**src/rtl/red_pitaya_daisy_rx_deframe.sv**
```systemverilog
// Daisy-chain receive deframer: aligns a nibble stream on training words and rebuilds 16-bit words.
// Optional macro DAISY_RX_STATS_EN adds par_words_o, a saturating count of words delivered while locked.
module red_pitaya_daisy_rx_deframe #(
  parameter logic [15:0] TRAIN_PAT = 16'h5A3C,
  parameter int unsigned LOCK_CNT  = 4
) (
  input  logic        par_clk_i,
  input  logic        par_rst_i,
  input  logic        sync_mode_i,
  input  logic [3:0]  par_nib_i,
  input  logic        par_relock_i,
  output logic        par_dv_o,
  output logic [15:0] par_dat_o,
  output logic        par_lock_o
`ifdef DAISY_RX_STATS_EN
  ,
  output logic [15:0] par_words_o
`endif
);

  localparam logic [3:0] LOCK_CNT_C = 4'(LOCK_CNT);

  typedef enum logic [1:0] {
    ST_HUNT   = 2'd0,
    ST_CHECK  = 2'd1,
    ST_LOCKED = 2'd2
  } state_t;

  function automatic logic is_train(input logic [15:0] w);
    return (w == TRAIN_PAT);
  endfunction

  state_t      state_r;
  logic [1:0]  ph_r;
  logic [3:0]  mc_r;
  // Only the upper three nibbles of the shift register are ever read back.
  logic [15:4] sr_r;
  logic [15:0] cand_s;
  logic        is_pat_s;
  logic        boundary_s;

  // Candidate word: the current nibble on top of the three most recent ones.
  always_comb begin
    cand_s     = {par_nib_i, sr_r[15:4]};
    is_pat_s   = is_train(cand_s);
    boundary_s = (ph_r == 2'd3);
  end

  // Alignment state machine, shift register and registered outputs.
  always_ff @(posedge par_clk_i or posedge par_rst_i) begin
    if (par_rst_i) begin
      state_r    <= ST_HUNT;
      ph_r       <= 2'd0;
      mc_r       <= 4'd0;
      sr_r       <= 12'h000;
      par_dv_o   <= 1'b0;
      par_dat_o  <= 16'h0000;
      par_lock_o <= 1'b0;
    end else begin
      sr_r <= cand_s[15:4];
      if (sync_mode_i) begin
        state_r    <= ST_HUNT;
        ph_r       <= 2'd0;
        mc_r       <= 4'd0;
        par_dv_o   <= 1'b1;
        par_dat_o  <= {12'h000, par_nib_i};
        par_lock_o <= 1'b0;
      end else if (par_relock_i) begin
        state_r    <= ST_HUNT;
        ph_r       <= 2'd0;
        mc_r       <= 4'd0;
        par_dv_o   <= 1'b0;
        par_lock_o <= 1'b0;
      end else begin
        par_dv_o <= 1'b0;
        case (state_r)
          ST_HUNT: begin
            if (is_pat_s) begin
              ph_r <= 2'd0;
              mc_r <= 4'd1;
              if (LOCK_CNT_C == 4'd1) begin
                state_r    <= ST_LOCKED;
                par_lock_o <= 1'b1;
              end else begin
                state_r <= ST_CHECK;
              end
            end
          end
          ST_CHECK: begin
            ph_r <= ph_r + 2'd1;
            if (boundary_s) begin
              if (is_pat_s) begin
                mc_r <= mc_r + 4'd1;
                if ((mc_r + 4'd1) == LOCK_CNT_C) begin
                  state_r    <= ST_LOCKED;
                  par_lock_o <= 1'b1;
                end
              end else begin
                state_r <= ST_HUNT;
                mc_r    <= 4'd0;
              end
            end
          end
          ST_LOCKED: begin
            ph_r <= ph_r + 2'd1;
            // All-zero words are link idle: latched but not flagged.
            if (boundary_s) begin
              par_dat_o <= cand_s;
              par_dv_o  <= (cand_s != 16'h0000);
            end
          end
          default: begin
            state_r    <= ST_HUNT;
            ph_r       <= 2'd0;
            mc_r       <= 4'd0;
            par_lock_o <= 1'b0;
          end
        endcase
      end
    end
  end

`ifdef DAISY_RX_STATS_EN
  logic        word_evt_s;
  logic [15:0] words_r;

  // A word is delivered when the locked path raises par_dv_o at a boundary.
  always_comb begin
    word_evt_s = !sync_mode_i && !par_relock_i && (state_r == ST_LOCKED) &&
                 boundary_s && (cand_s != 16'h0000);
  end

  // Saturating delivered-word counter, cleared by reset or realignment.
  always_ff @(posedge par_clk_i or posedge par_rst_i) begin
    if (par_rst_i) begin
      words_r <= 16'h0000;
    end else if (par_relock_i) begin
      words_r <= 16'h0000;
    end else if (word_evt_s && (words_r != 16'hFFFF)) begin
      words_r <= words_r + 16'h0001;
    end
  end

  assign par_words_o = words_r;
`endif

endmodule

```
**config.mk**
```make
export PLATFORM = sky130hd
export DESIGN_NAME = red_pitaya_daisy_rx_deframe
export DESIGN_NICKNAME = d
export VERILOG_FILES = /design/src/rtl/red_pitaya_daisy_rx_deframe.sv
export SDC_FILE = /design/constraint.sdc
export NUM_CORES = 1
export LEC_CHECK = 0
export ABC_AREA = 1
export CAP_MARGIN = 20
export CORE_MARGIN = 5
export CORE_UTILIZATION = 23
export CTS_BUF_LIST = sky130_fd_sc_hd__clkbuf_4
export DETAILED_ROUTE_END_ITERATION = 10
export PLACE_DENSITY = 0.38
export SYNTH_ARGS = -nofsm -noshare
export SYNTH_HDL_FRONTEND = slang
export SYNTH_SLANG_ARGS = --single-unit
```
**constraint.sdc**
```tcl
create_clock -name par_clk_i -period 1.5 [get_ports par_clk_i]
set_input_delay 0.375 -clock par_clk_i [delete_from_list [all_inputs] [get_ports par_clk_i]]
set_output_delay 0.375 -clock par_clk_i [all_outputs]
set_load 0.005 [all_outputs]
```
==> results of run 1 <==
-- per-stage QoR --
stage	worst slack (ns)	TNS [ns]	instance area [sq um]	power, uW	util
after floorplan	0.141	0	1700	1240	-
after global placement	-0.322	-5.39	2240	1410	0.310
after detailed placement	-0.333	-5.45	2240	1410	0.310
after CTS	0.0124	0	2290	1970	0.318
after global routing	-0.0228	-0.0243	2350	2050	0.326
final	0.0844	0	2350	1920	0.326
-- worst paths after layout --
kind                                    from           end  cells past startpoint
worst max-delay path            par_nib_i[2]    state_r[0]                     10
worst min-delay path            par_nib_i[0]      sr_r[12]                      2
worst max register to register    state_r[0]    state_r[1]                      8
worst min register to register      sr_r[15]      sr_r[11]                      0
max in group asynchronous          par_rst_i  par_dat_o[6]                      3
min in group asynchronous          par_rst_i       sr_r[7]                      3
-- registers in the layout, indices dropped and copies added (netlist names) --
name / cells
mc_r: 4
par_dat_o: 16
par_dv_o: 1
par_lock_o: 1
ph_r: 2
sr_r: 12
state_r: 2
-- kinds of logic after synthesis --
logic type | after synthesis
xor gates and xnor gates | 1
adders and majority gates | 6
AOI/OAI and AO/OA | 19
and+or+nand+nor | 102
buffers and inverters | 23
DFF | 38
-- cell usage in the layout, fill, tap and decap left out, types with 2 or more instances in the layout --
cell / n
nor2_1: 21
o21ai_1: 5
nor2_2: 4
clkdlybuf4s50_1: 4
dfrtp_1: 38
a21oi_1: 3
buf_12: 2
nand3_1: 17
inv_2: 5
dlygate4sd2_1: 18
dlymetal6s2s_1: 3
o21ai_0: 3
nand2_2: 6
nand4_1: 3
nor2_4: 4
buf_4: 22
inv_1: 15
o22ai_1: 4
ha_1: 4
clkbuf_4: 5
nand2_1: 45
-- area by class of cell --
class,instances,area (sq um)
Clock buffer,5,37.5
Tap cell,99,124
Fill cell,804,4860
Sequential cell,38,951
Clock inverter,3,16.3
Multi-Input combinational cell,128,706
Inverter,20,75.1
Timing Repair Buffer,49,440
-- layer usage --
| layer | vias up | global-route usage | part of all wire |
|---|---|---|---|
| li1 | 713 | - | - |
| met1 | 657 | 0.130 | 0.45 |
| met2 | 21 | 0.183 | 0.51 |
| met3 | 6 | 0.0258 | 0.033 |
| met4 | 0 | 0.0332 | 0.0086 |
| met5 | - | 0 | 0 |
-- power groups by stage --
stage	logic, uW	registers [uW]	clock network [uW]
6_report	274	1110	543
5_1_grt	310	1120	622
4_1_cts	275	1110	584
3_5_place_dp	282	1130	0
3_3_place_gp	284	1130	0
2_1_floorplan	116	1120	0
-- repair_timing --
item                                    in CTS  in global routing
endpoints found under the setup margin      21                 13
buffers inserted                             3                  1
resized for setup                           19                 13
endpoints found under the hold margin        0                  0
pin swaps                                    0                  4
==> impl_metrics.ini, run 1 <==
[run_status]
status = finished clean

[worst_setup_path]
critPathBufInv = 2
cp-end-kind = flop
critPathKind = in2reg
reg2reg_slack_ns = 0.11
path_delay_family = simple AND/OR/NAND/NOR gates
path_common_cell = nand2_2
cp_slowest_cell = clkdlybuf4s50_1
critical_path_arrival_ns = 1.67
cpPeakStageDelay_ns = 0.49
startpoint_type = input port
critPathRequiredTime_ns = 1.75
cp_cell_sequence = clkdlybuf4s50_1, nand2_1, inv_2, nand2_2, nor2_2, nand2_2, nor2_4, nand2_2, nand3_1, nand2_1
crit_fanout = 5

[layout]
antennaDiodeCount = 0
area_growth_syn_to_layout_pct = 38.0
nets = 256
instances_no_fill = 342
drive_above_1_share = 0.230

[clock_tree]
cts_root_buf = clkbuf_4
numCtsBuffers = 5
cts_buffer_depth = 2
cts_tree = done
cts-htree-levels = 2
cts.sinks = 38
ctsHoldBuffers = 0
clk_pin_slew_ns = 0.13
insertion_delay_ns = 0.35

[drt]
via_per_inst = 4.08
final_antenna_net_count = 0
vias = 1397
remaining_drc_errors = 0
firstDrtPassIters = 4
drtIter0Drc = 38
wirelength_um = 4390
wl_per_cell_um = 12.8

[global_routing]
grt.total_usage = 0.106
antenna_found_initial = 0
grt_pass1_vias = 1444
grt_pass1_wl_um = 7380
overflow = 0
grt_max_degree = 39

[yosys]
async_flop_share = 1.00
synth_top_family_by_area = simple AND/OR/NAND/NOR gates
synth_edf_count = 0
ys_top_cells_by_count = nand2_1 (45), dfrtp_1 (38), nor2_1 (22)
synth_largest_area_cell = dfrtp_1
synth-simple-area-share = 0.273
synth_flop_cell = dfrtp_1
synth_xor_area_frac = 0.00514
netlist.area_leader.share = 0.558
ys_types = 24
yosysWarningCount = 0
synth_area_leaders = dfrtp_1 (56%), nand2_1 (9.9%), nand3_1 (5.0%), nor2_1 (4.8%), ha_1 (4.4%)
synthAdderAreaFrac = 0.0441
muxShareOfSynthArea = 0
syn_area_sq_um = 1700
yosysSeqAreaShare = 0.558
syn_avg_cell_area_sq_um = 9.01
synth_cells = 189
synth_compound_area_frac = 0.0676
syn_nets = 203
synth.most_common_cell = nand2_1
synth_seq_cells = 38

[pwr]
p_sw_frac = 0.283
power_density_nw_per_um2 = 819
comb_power_share = 0.142
power_switching_uw = 544
p_int_uw = 1380
clockPowerShare = 0.282
p_seq_frac = 0.575
p_leak_uw = 0.00118
vdd_drop_max_mv = 0.257

[place]
dp_hpwl_um = 3170
placement.io_buffers = 25
place_inst = 330
gp_congestion = 0.770

[timing]
tightest_slew_ns = 0.326
post-route-period-util = 0.944
slew_headroom = 0.781
setup_viol = 0
final-hold-violation-count = 0
final_max_slew_viol_count = 0
hold_ws_ns = 0.313
fmax_mhz = 706
skew_ns = 0.00960
rsz0062_at_grt = yes
fin_crit_ns = 1.42

[hold_path]
hold_path.class = in2reg

[floorplanning]
ios = 26
die-area_sq_um = 9220
die-height_um = 96.0
core.rowCount = 31
fp.dieW_um = 96.0
start_util = 0.236
core_area_sq_um = 7210

[run]
maxCapViolations = 0
(Power assumes the default switching activity.)
==> inputs of run 2 (changes only) <==
--- a/config.mk
+++ b/config.mk
@@ -5,7 +5,6 @@
 export SDC_FILE = /design/constraint.sdc
 export NUM_CORES = 1
 export LEC_CHECK = 0
-export ABC_AREA = 1
 export CAP_MARGIN = 20
 export CORE_MARGIN = 5
 export CORE_UTILIZATION = 23
==> impl_metrics.ini, run 2 <==
[run_status]
status = finished, violations left
violations = setup timing

[place]
dp_hpwl_um = 3440
placement.io_buffers = 25
dp_slack_ns = -0.960
gp_congestion = 0.835
place_inst = 316
post_dp_cell_area_sq_um = 2350

[global_routing]
grt_max_degree = 39
grt_pass1_wl_um = 7530
grt.total_usage = 0.108
overflow = 0
antenna_found_initial = 0
grt_pass1_vias = 1517

[worst_setup_path]
crit_start = sr_r[4]
critPathKind = reg2reg
critPathRequiredTime_ns = 1.77
cp-end-kind = flop
crit_fanout = 2
r2r_start = sr_r[4]
critical_path_arrival_ns = 2.30
startpoint_type = flop

[layout]
final_util = 0.370
drive_above_1_share = 0.354
instances_no_fill = 336
largest_reg_flops = 16
top_regs = par_dat_o x16, sr_r x12, mc_r x4
final_cell_mix = buf_4 (44), dfrtp_1 (38), nand2_1 (19), dlygate4sd2_1 (19), a21oi_1 (15)
num-fill-cells = 768
antennaDiodeCount = 0
area_growth_syn_to_layout_pct = 58.5
nets = 250
layout_commonest_cell = buf_4
stdcell_area_sq_um = 2640
top_register = par_dat_o

[timing]
setup_viol = 10
final-hold-violation-count = 0
skew_ns = 0.0142
fin_tns_setup_ns = -3.92
tightest_slew_ns = 0.567
final_max_slew_viol_count = 0
post-route-period-util = 1.36
slew_headroom = 0.618
setup_slack_ns = -0.533
fin_crit_ns = 2.03
rsz0062_at_grt = yes
fmax_mhz = 492

[yosys]
syn_area_sq_um = 1660
yosysWarningCount = 0
synth.most_common_cell = dfrtp_1
synth_largest_area_cell = dfrtp_1
ys_types = 31
netlist.area_leader.share = 0.571
synth_cells = 156
synth_edf_count = 0
synth_seq_cells = 38
synth_flop_cell = dfrtp_1
yosysSeqAreaShare = 0.571
ys_top_cells_by_count = dfrtp_1 (38), nand2_1 (20), a21oi_1 (18)
synth_area_leaders = dfrtp_1 (57%), a21oi_1 (5.4%), ha_1 (4.5%), nand2_1 (4.5%), a22o_1 (2.1%)
async_flop_share = 1.00
syn_nets = 170
syn_avg_cell_area_sq_um = 10.7

[drt]
vias = 1464
firstDrtPassIters = 4
drtIter0Drc = 40
wirelength_um = 4670
remaining_drc_errors = 0
wl_per_cell_um = 13.9
final_antenna_net_count = 0
via_per_inst = 4.36

[floorplanning]
core_area_sq_um = 7140
die-height_um = 95.1
start_util = 0.233
core.rowCount = 31
fp.dieW_um = 95.1
die-area_sq_um = 9040
ios = 26

[hold_path]
hp-start = par_nib_i[1]
hold_path.class = in2reg

[pwr]
p_int_uw = 1490
power_density_nw_per_um2 = 742
p_seq_frac = 0.546
power_switching_uw = 469
p_leak_uw = 0.00124
comb_power_share = 0.088
vdd_drop_max_mv = 0.507
p_sw_frac = 0.240
clockPowerShare = 0.367

[clock_tree]
ctsHoldBuffers = 0
cts_root_buf = clkbuf_4
numCtsBuffers = 5
insertion_delay_ns = 0.35
cts-htree-levels = 2
cts_buffer_depth = 2
cts.sinks = 38
clk_pin_slew_ns = 0.13
cts_tree = done

[run]
maxCapViolations = 0
[run 2: changes by cell type after synthesis, sizes merged, moves of 4 or more]
cell / change
nor2b: +4
o22ai: -4
o21ai: -4
a21oi: +14
nand3: -11
nand2: -32
o2bb2ai: +4
nor2: -20
o32ai: +4
inv: -12
[run 2: worst max-delay path: stages (launching register included)]
cell      delay, ns
dfrtp_1        0.41
or4_4          0.55
or4_4          0.54
or3_4          0.34
o211ai_2       0.13
[run 2: cells by family after synthesis]
logic type	count (synthesis)	synth area share
AND/OR/NAND/NOR	56	0.180
AO/OA/AOI/OAI	44	0.176
flip-flops	38	0.571
buffers and inverters	12	0.0271
adder cells (fa/ha/maj)	6	0.0451
[run 2: power by group through the flow]
stage | clock network (uW) | logic [uW] | registers (uW)
final | 718 | 172 | 1070
after global routing | 797 | 192 | 1070
after CTS | 758 | 165 | 1070
after detailed placement | 0 | 168 | 1090
after global placement | 0 | 167 | 1090
after floorplan | 0 | 49.5 | 1090
[run 2: final timing paths]
path	end	slack [ns]	cells after the start
setup / recovery	state_r[0]	-0.53	4
min in group asynchronous	sr_r[14]	0.37	3
hold / removal	sr_r[13]	0.29	2
setup reg to reg	state_r[0]	-0.53	4
hold reg to reg	sr_r[8]	0.50	1
max in group asynchronous	par_dat_o[10]	0.93	3
[run 2: final cells by class]
class | instances | area (sq um) | share of cell area
multi-input combinational | 106 | 783 | 0.297
timing repair buffer | 77 | 667 | 0.253
inverter | 8 | 30.0 | 0.0114
tap | 99 | 124 | 0.0470
clock buffer | 5 | 37.5 | 0.0142
sequential | 38 | 951 | 0.361
clock inverter | 3 | 45.0 | 0.0171
[run 2: metal layers]
metal  track usage  part of all wire  up-vias
met5             0                 0        -
met2         0.171              0.48       19
met1         0.144              0.47      719
li1              -                 -      721
met3        0.0316             0.033        5
met4        0.0288             0.012        0
[run 2: timing repair]
action,in CTS,in global routing
pin swaps,1,8
resized for setup,22,30
setup endpoints to repair,35,25
cloned,0,0
buffers inserted,5,7
[run 2: per-stage QoR]
step | hold slack, ns | power, uW
after floorplan | 0.375 | 1140
after global placement | 0.478 | 1260
after detailed placement | 0.477 | 1260
after CTS | 0.359 | 1990
after global routing | 0.285 | 2060
final | 0.291 | 1960
==> inputs of run 3 (changes only) <==
--- a/config.mk
+++ b/config.mk
@@ -6,9 +6,11 @@
 export NUM_CORES = 1
 export LEC_CHECK = 0
 export CAP_MARGIN = 20
+export CORE_ASPECT_RATIO = 1.75
 export CORE_MARGIN = 5
 export CORE_UTILIZATION = 23
 export CTS_BUF_LIST = sky130_fd_sc_hd__clkbuf_4
+export CTS_CLUSTER_SIZE = 12
 export DETAILED_ROUTE_END_ITERATION = 10
 export PLACE_DENSITY = 0.38
 export SYNTH_ARGS = -nofsm -noshare
==> impl_metrics.ini, run 3 (synthesis gave the netlist of run 2 again) <==
[layout]
top_regs = par_dat_o x16, sr_r x12, mc_r x4
nets = 252
top_register = par_dat_o
stdcell_area_sq_um = 2570
layout_commonest_cell = buf_4
drive_above_1_share = 0.343
final_cell_mix = buf_4 (49), dfrtp_1 (38), nand2_1 (19)
largest_reg_flops = 16
area_growth_syn_to_layout_pct = 54.2
antennaDiodeCount = 0

[global_routing]
overflow = 0
grt_max_degree = 39
antenna_found_initial = 0
grt.total_usage = 0.122
grt_pass1_wl_um = 8220
grt_pass1_vias = 1666

[drt]
final_antenna_net_count = 0
wirelength_um = 5080
vias = 1491
firstDrtPassIters = 4
remaining_drc_errors = 0
drtIter0Drc = 43
wl_per_cell_um = 15.6
via_per_inst = 4.59

[timing]
setup_viol = 10
fin_crit_ns = 2.04
final-hold-violation-count = 0
fmax_mhz = 490
hold_ws_ns = 0.341
fin_tns_setup_ns = -4.08
rsz0062_at_grt = yes
final_max_slew_viol_count = 0
skew_ns = 0.0138
setup_slack_ns = -0.543
post-route-period-util = 1.36
tightest_slew_ns = 0.494
slew_headroom = 0.667

[clock_tree]
cts-htree-levels = 2
ctsHoldBuffers = 0
numCtsBuffers = 5
cts_buffer_depth = 2
insertion_delay_ns = 0.36
clk_pin_slew_ns = 0.13
cts.sinks = 38
cts_root_buf = clkbuf_4
cts_tree = done

[run]
maxCapViolations = 0

[floorplanning]
core.rowCount = 41
start_util = 0.233
die-height_um = 123
ios = 26
core_area_sq_um = 7130
die-area_sq_um = 9100
fp.dieW_um = 74.3

[pwr]
p_leak_uw = 0.00121
vdd_drop_max_mv = 0.567
power_density_nw_per_um2 = 772

[worst_setup_path]
startpoint_type = flop
path_delay_family = simple AND/OR/NAND/NOR gates
critical_path_arrival_ns = 2.34
crit_fanout = 3
critPathKind = reg2reg
critPathRequiredTime_ns = 1.80
cp_cell_sequence = or4_4, or4_4, or3_1, o211ai_2
path_common_cell = or4_4
cp_slowest_cell = or4_4
cp-end-kind = flop
cpPeakStageDelay_ns = 0.56
critPathBufInv = 0

[place]
dp_hpwl_um = 3800
placement.io_buffers = 25
gp_congestion = 0.837
post_dp_cell_area_sq_um = 2360

[hold_path]
hold_path.class = in2async

[run_status]
status = finished, violations left
violations = setup timing
[run 3: cell count changes in the layout (fill, tap and decap cells not counted), moves of 2 or more]
cell             previous run  this run
buf_4                      44        49
buf_6                       6         2
o2bb2ai_1                   0         4
o2bb2ai_2                   4         0
clkdlybuf4s50_1             5         7
nand3_2                     0         2
o21ai_0                     3         5
[run 3: cell type report]
cell class                      instances  area, sq um
Sequential cell                        38          951
Timing Repair Buffer                   79          663
Clock inverter                          3         45.0
Clock buffer                            5         37.5
Fill cell                             726         4560
Multi-Input combinational cell        106          732
Inverter                                8         30.0
Tap cell                               86          108
[run 3: what timing repair did]
item | CTS | global route
pin swaps | 0 | 1
endpoints found under the setup margin | 33 | 26
gates resized for setup | 22 | 15
cloned | 0 | 1
buffers inserted | 8 | 1
[run 3: worst reg2reg max path, stage by stage (launching register included)]
cell      delay, ns
dfrtp_1        0.43
or4_4          0.56
or4_4          0.53
or3_1          0.33
o211ai_2       0.13
[run 3: layer usage]
metal  GRT usage  wire (um)
met3      0.0270        138
met1       0.125       1880
met2       0.226       2920
met4      0.0568        148
met5           0          0
[run 3: final timing paths]
kind	from	to	slack (ns)	depth (start not counted)
setup / recovery	sr_r[10]	state_r[0]	-0.54	4
hold / removal	par_rst_i	mc_r[0]	0.34	3
setup reg to reg	sr_r[10]	state_r[0]	-0.54	4
hold reg to reg	sr_r[15]	sr_r[11]	0.50	1
max in group asynchronous	par_rst_i	par_dat_o[3]	0.94	3
min in group par_clk_i	sr_r[15]	sr_r[11]	0.50	1
[run 3: per-stage QoR]
step	worst slack (ns)	cells	utilization	power (uW)
after CTS	-0.543	323	0.350	2000
final	-0.543	325	0.360	1980
after floorplan	-0.471	156	-	1140
after global placement	-0.906	307	0.331	1260
after detailed placement	-0.912	307	0.331	1260
after global routing	-0.599	325	0.360	2070
[run 3: where the power goes]
group / total [uW] / switching (uW) / internal, uW / leakage (uW)
Sequential: 1070 / 17.0 / 1050 / 0.000490
Combinational: 177 / 84.1 / 92.6 / 0.000683
Clock: 736 / 387 / 350 / 0.0000374
